$ cat src/rtl/id_run_stats_if.sv
// Bus bundle for id_run_stats: recognizer handshake and clear inward,
// run statistics outward.
interface id_run_stats_if #(
    parameter int CNT_W = 8,
    parameter int LEN_W = 4
);
    logic             valid;
    logic             match;
    logic             clear;
    logic [CNT_W-1:0] id_count;
    logic [LEN_W-1:0] cur_len;
    logic [LEN_W-1:0] max_len;
    logic             done;
    logic             ovf;

    modport master (
        output valid, match, clear,
        input  id_count, cur_len, max_len, done, ovf
    );

    modport slave (
        input  valid, match, clear,
        output id_count, cur_len, max_len, done, ovf
    );
endinterface

$ cat src/rtl/id_run_stats.sv
// Run-length statistics over a letters-then-digits recognizer's match flag:
// counts completed runs, tracks current and longest run, flags count overflow.
module id_run_stats #(
    parameter int CNT_W = 8,
    parameter int LEN_W = 4
) (
    input  logic          clk,
    input  logic          reset,
    id_run_stats_if.slave bus
);

    typedef enum logic [0:0] {
        IDLE = 1'b0,
        RUN  = 1'b1
    } state_t;

    localparam logic [CNT_W-1:0] CNT_MAX  = {CNT_W{1'b1}};
    localparam logic [CNT_W-1:0] CNT_ZERO = {CNT_W{1'b0}};
    localparam logic [CNT_W-1:0] CNT_ONE  = {{(CNT_W-1){1'b0}}, 1'b1};
    localparam logic [LEN_W-1:0] LEN_MAX  = {LEN_W{1'b1}};
    localparam logic [LEN_W-1:0] LEN_ZERO = {LEN_W{1'b0}};
    localparam logic [LEN_W-1:0] LEN_ONE  = {{(LEN_W-1){1'b0}}, 1'b1};

    state_t           state_r;
    state_t           state_nxt_s;
    logic [LEN_W-1:0] cur_len_r;
    logic [LEN_W-1:0] cur_len_nxt_s;
    logic [LEN_W-1:0] max_len_r;
    logic [LEN_W-1:0] max_len_nxt_s;
    logic [CNT_W-1:0] id_count_r;
    logic [CNT_W-1:0] id_count_nxt_s;
    logic             done_r;
    logic             done_nxt_s;
    logic             ovf_r;
    logic             ovf_nxt_s;
    logic             run_end_s;

    // State and output registers; clear behaves exactly like reset and beats a run end.
    always_ff @(posedge clk) begin
        if (reset || bus.clear) begin
            state_r    <= IDLE;
            cur_len_r  <= LEN_ZERO;
            max_len_r  <= LEN_ZERO;
            id_count_r <= CNT_ZERO;
            done_r     <= 1'b0;
            ovf_r      <= 1'b0;
        end else begin
            state_r    <= state_nxt_s;
            cur_len_r  <= cur_len_nxt_s;
            max_len_r  <= max_len_nxt_s;
            id_count_r <= id_count_nxt_s;
            done_r     <= done_nxt_s;
            ovf_r      <= ovf_nxt_s;
        end
    end

    // Next-state logic: only consumed characters move the FSM.
    always_comb begin
        state_nxt_s = state_r;
        if (bus.valid) begin
            case (state_r)
                IDLE: begin
                    if (bus.match) state_nxt_s = RUN;
                    else           state_nxt_s = IDLE;
                end
                RUN: begin
                    if (bus.match) state_nxt_s = RUN;
                    else           state_nxt_s = IDLE;
                end
                default: state_nxt_s = IDLE;
            endcase
        end else begin
            state_nxt_s = state_r;
        end
    end

    // Next values of the statistics registers.
    always_comb begin
        run_end_s      = bus.valid && (state_r == RUN) && !bus.match;
        cur_len_nxt_s  = cur_len_r;
        max_len_nxt_s  = max_len_r;
        id_count_nxt_s = id_count_r;
        done_nxt_s     = run_end_s;
        ovf_nxt_s      = ovf_r;

        if (bus.valid) begin
            case (state_r)
                IDLE: begin
                    if (bus.match) cur_len_nxt_s = LEN_ONE;
                    else           cur_len_nxt_s = LEN_ZERO;
                end
                RUN: begin
                    if (!bus.match)              cur_len_nxt_s = LEN_ZERO;
                    else if (cur_len_r == LEN_MAX) cur_len_nxt_s = LEN_MAX;
                    else                         cur_len_nxt_s = cur_len_r + LEN_ONE;
                end
                default: cur_len_nxt_s = LEN_ZERO;
            endcase
        end else begin
            cur_len_nxt_s = cur_len_r;
        end

        // A finished run is scored with the length it had before this edge.
        if (run_end_s) begin
            if (id_count_r == CNT_MAX) begin
                id_count_nxt_s = CNT_MAX;
                ovf_nxt_s      = 1'b1;
            end else begin
                id_count_nxt_s = id_count_r + CNT_ONE;
                ovf_nxt_s      = ovf_r;
            end
            if (cur_len_r > max_len_r) max_len_nxt_s = cur_len_r;
            else                       max_len_nxt_s = max_len_r;
        end else begin
            id_count_nxt_s = id_count_r;
            max_len_nxt_s  = max_len_r;
            ovf_nxt_s      = ovf_r;
        end
    end

    assign bus.cur_len  = cur_len_r;
    assign bus.max_len  = max_len_r;
    assign bus.id_count = id_count_r;
    assign bus.done     = done_r;
    assign bus.ovf      = ovf_r;

endmodule
$ cat src/flat_wrapper.sv
// flat-port wrapper written by rule: the top's interface ports become plain ports
module id_run_stats_flat 
#(
    parameter int CNT_W = 8,
    parameter int LEN_W = 4
)
  (clk, reset, bus_valid, bus_match, bus_clear, bus_id_count, bus_cur_len, bus_max_len, bus_done, bus_ovf);
  id_run_stats_if #(.CNT_W(CNT_W), .LEN_W(LEN_W)) bus_i ();
  input  logic clk;
  input  logic reset;
  input wire logic [$bits(bus_i.valid)-1:0] bus_valid;
  input wire logic [$bits(bus_i.match)-1:0] bus_match;
  input wire logic [$bits(bus_i.clear)-1:0] bus_clear;
  output wire logic [$bits(bus_i.id_count)-1:0] bus_id_count;
  output wire logic [$bits(bus_i.cur_len)-1:0] bus_cur_len;
  output wire logic [$bits(bus_i.max_len)-1:0] bus_max_len;
  output wire logic [$bits(bus_i.done)-1:0] bus_done;
  output wire logic [$bits(bus_i.ovf)-1:0] bus_ovf;
  assign bus_i.valid = bus_valid;
  assign bus_i.match = bus_match;
  assign bus_i.clear = bus_clear;
  assign bus_id_count = bus_i.id_count;
  assign bus_cur_len = bus_i.cur_len;
  assign bus_max_len = bus_i.max_len;
  assign bus_done = bus_i.done;
  assign bus_ovf = bus_i.ovf;
  id_run_stats #(.CNT_W(CNT_W), .LEN_W(LEN_W)) u_core (.clk(clk), .reset(reset), .bus(bus_i));
endmodule
$ cat config.mk
export PLATFORM = sky130hd
export DESIGN_NAME = id_run_stats_flat
export DESIGN_NICKNAME = d
export VERILOG_FILES = /design/src/rtl/id_run_stats_if.sv /design/src/rtl/id_run_stats.sv /design/src/flat_wrapper.sv
export SDC_FILE = /design/constraint.sdc
export NUM_CORES = 1
export LEC_CHECK = 0
export CAP_MARGIN = 15
export CORE_MARGIN = 2
export CORE_UTILIZATION = 40
export CTS_BUF_LIST = sky130_fd_sc_hd__clkbuf_8
export DETAILED_ROUTE_END_ITERATION = 16
export PLACE_DENSITY = 0.66
export SLEW_MARGIN = 30
export SYNTH_ARGS = -nofsm -noshare
export SYNTH_HDL_FRONTEND = slang
export SYNTH_SLANG_ARGS = --single-unit
$ cat constraint.sdc
create_clock -name clk -period 2.1 [get_ports clk]
set_input_delay 0.315 -clock clk [delete_from_list [all_inputs] [get_ports clk]]
set_output_delay 0.315 -clock clk [all_outputs]
set_load 0.005 [all_outputs]
==> flow_metrics.py <==
metrics = {
    "logic_synthesis": {
        "async_reset_ff_share_pct": 0,
        "synth_edf_count": 0,
        "yosysWarningCount": 0,
        "ys.flop_type": "dfxtp_1",
        "avgSynthCellArea_um2": 8.98,
        "synth_cell_types": 32,
        "seq_area_frac_synth_pct": 37.5,
        "synth_top_area_share_pct": 37.5,
        "synthTopCellsByArea": "dfxtp_1 37%, ha_1 7.4%, a21oi_1 4.9%, mux2i_1 3.9%, o2111ai_1 3.5%",
        "synthTopCellsByCount": "19 x dfxtp_1, 10 x a21oi_1, 8 x nand2_1",
        "synthMostInstantiatedCell": "dfxtp_1",
        "synth_area_um2": 1010,
        "synth_seq_cells": 19,
        "syn-num-nets": 124,
        "syn_inst": 113,
        "yosysTopAreaCell": "dfxtp_1",
    },
    "global_route": {
        "overflow": 0,
        "grt_max_degree": 15,
        "grt_pass1_wl_mm": 3.57,
        "track_usage_pct": 16.5,
        "antenna_found_initial": 0,
        "first_global_vias": 818,
    },
    "worst_setup_path": {
        "arrival_ns": 1.80,
        "r2r_cells": 6,
        "path_max_fanout": 8,
        "reg2reg_from": "u_core.bus.max_len[1]",
        "cp.required_ns": 2.23,
        "reg2reg_to": "u_core.bus.max_len[1]",
        "crit_start": "u_core.bus.max_len[1]",
        "crit_path_end": "u_core.bus.max_len[1]",
        "rrSetupSlack_ns": 0.43,
        "timing_worst_setup_path_type": "reg2reg",
        "end_kind": "flop",
        "start_kind": "flop",
    },
    "pwr": {
        "powerDensity_nw_per_um2": 494,
        "ir_worst_vdd_mv": 0.434,
        "power_leakage_nw": 0.447,
    },
    "finish": {
        "area_growth_pct": 28.4,
        "nets": 149,
        "fin_area_um2": 1300,
        "layout-drive-gt1-share_pct": 6.57,
        "antennaDiodeCount": 0,
        "fillers": 249,
    },
    "drt": {
        "routedWlPerCell_um": 13.0,
        "post_drt_via_cell_ratio": 5.62,
        "routed_wl_mm": 2.18,
        "vias": 938,
        "drt_first_iter_violations": 34,
        "ant_nets": 0,
        "first_pass_iters": 4,
        "drcViolationCount": 0,
    },
    "floorplanning": {
        "num_rows": 18,
        "die_w_um": 54.4,
        "die_h_um": 54.4,
        "start_util_pct": 41.7,
        "pin_count": 23,
        "core_um2": 2430,
        "die_area_um2": 2960,
    },
    "placement": {
        "place_area_um2": 1260,
        "dp_worst_setup_slack_ns": 0.296,
        "gp_congestion": 0.824,
        "io_buffers": 22,
        "dp_hpwl_mm": 1.60,
    },
    "clocking": {
        "cts_buffer_depth": 2,
        "clock-sinks": 19,
        "path_clk_slew_ns": 0.07,
        "cts_buffers": 3,
        "cts_max_level": 1,
        "cts.repair.resized": 0,
        "postCtsHoldBufs": 0,
        "clk_latency_ns": 0.25,
        "cts_root_buf": "clkbuf_8",
        "post_cts_buffers": 0,
        "cts_tree": "done",
    },
    "timing": {
        "finalHoldViolations": 0,
        "post-route-min-period_ns": 1.67,
        "fin_setup_tns_ns": 0,
        "rsz0062_at_grt": "false",
        "setup_viol": 0,
        "finalWorstSetupSlack_ns": 0.430,
        "worst_pin_slew_ns": 0.352,
        "hold_ws_ns": 0.451,
        "clock_skew_ns": 0.00115,
        "slew_viol_final": 0,
        "fin_crit_sh_pct": 79.5,
        "fmaxAchievable_mhz": 599,
        "relSlewSlack_pct": 76.5,
    },
    "run_status": {
        "status": "finished clean",
    },
    "run": {
        "cap_viol_max_count": 0,
    },
    "min_path": {
        "hold_path.class": "reg2reg",
    },
}
==> critical path, stage by stage (launching register included) <==
cell       delay (ns)
dfxtp_1          0.37
inv_1            0.07
ha_1             0.30
nor2b_1          0.13
o211a_1          0.29
o2111ai_1        0.24
o221ai_1         0.14
==> cells in the final DEF, fill, tap and decap left out, drive strengths merged, types with 4 or more instances in the layout <==
cell type and instances:
a21oi 10, buf 4, clkdlybuf4s50 22, dfxtp 19
ha 6, inv 6, mux2i 4, nand2 8
nand2b 5, nand3 5, nor2 5, o2111ai 4
o221ai 4
==> final cells by class <==
class                   count  area, µm²  share of cell area, %
repair buffers             26        250                   19.2
inverters                   5       18.8                   1.44
flip-flops and latches     19        380                   29.2
well taps                  30       37.5                   2.88
clock inverters             1       3.75                  0.288
clock buffers               3       41.3                   3.17
multi-input cells          83        571                   43.8
==> registers in the layout, summed over array words and instances, names as in the netlist <==
name                 flops
u_core.bus.done          1
u_core.state_r           1
u_core.bus.max_len       4
u_core.bus.cur_len       4
u_core.bus.ovf           1
u_core.bus.id_count      8
==> per-stage QoR <==
step                utilization [%]  power [mW]  std cells
floorplan                         -       0.389        113
global placement               51.7       0.403        163
detailed placement             51.7       0.403        163
CTS                            53.5       0.652        167
global route                   53.5       0.666        167
finish                         53.5       0.644        167
==> kinds of logic (layout without fill, tap and decap cells) <==
| family | Yosys count | count (layout) | share of synthesized area [%] |
|---|---|---|---|
| adders and majority gates | 6 | 6 | 7.40 |
| DFF | 19 | 19 | 37.5 |
| buffers and inverters | 11 | 35 | 6.29 |
| muxes | 4 | 4 | 3.95 |
| xor gates and xnor gates | 3 | 3 | 2.59 |
| AOI/OAI and AO/OA | 29 | 29 | 19.9 |
| and+or+nand+nor | 41 | 41 | 22.4 |
==> per-layer routing <==
layer  track usage, %  part of all wire, %  vias up  wire length (µm)
met5                0                    0        -                 0
met4             8.33                  1.8        0                39
met3             3.55                  3.8        4                83
met2             24.7                   47       25              1020
met1             22.2                   47      441              1030
li1                 -                    -      468                 -
==> where the power goes <==
group	switching, mW	internal [mW]	total, mW
combinational	0.0161	0.0160	0.0320
sequential	0.00134	0.362	0.363
clock	0.119	0.130	0.249
total	0.136	0.508	0.644
==> worst min-delay path by stage <==
stage                     cells after the start  slack (ns)              to           start
after global placement                        2        0.43  u_core.bus.ovf  u_core.bus.ovf
after floorplan                               2        0.44  u_core.bus.ovf  u_core.bus.ovf
after CTS                                     2        0.46  u_core.bus.ovf  u_core.bus.ovf
after global routing                          2        0.50  u_core.bus.ovf  u_core.bus.ovf
final                                         2        0.45  u_core.bus.ovf  u_core.bus.ovf
after detailed placement                      2        0.44  u_core.bus.ovf  u_core.bus.ovf
Note: power is estimated with default switching activity, not from simulation.
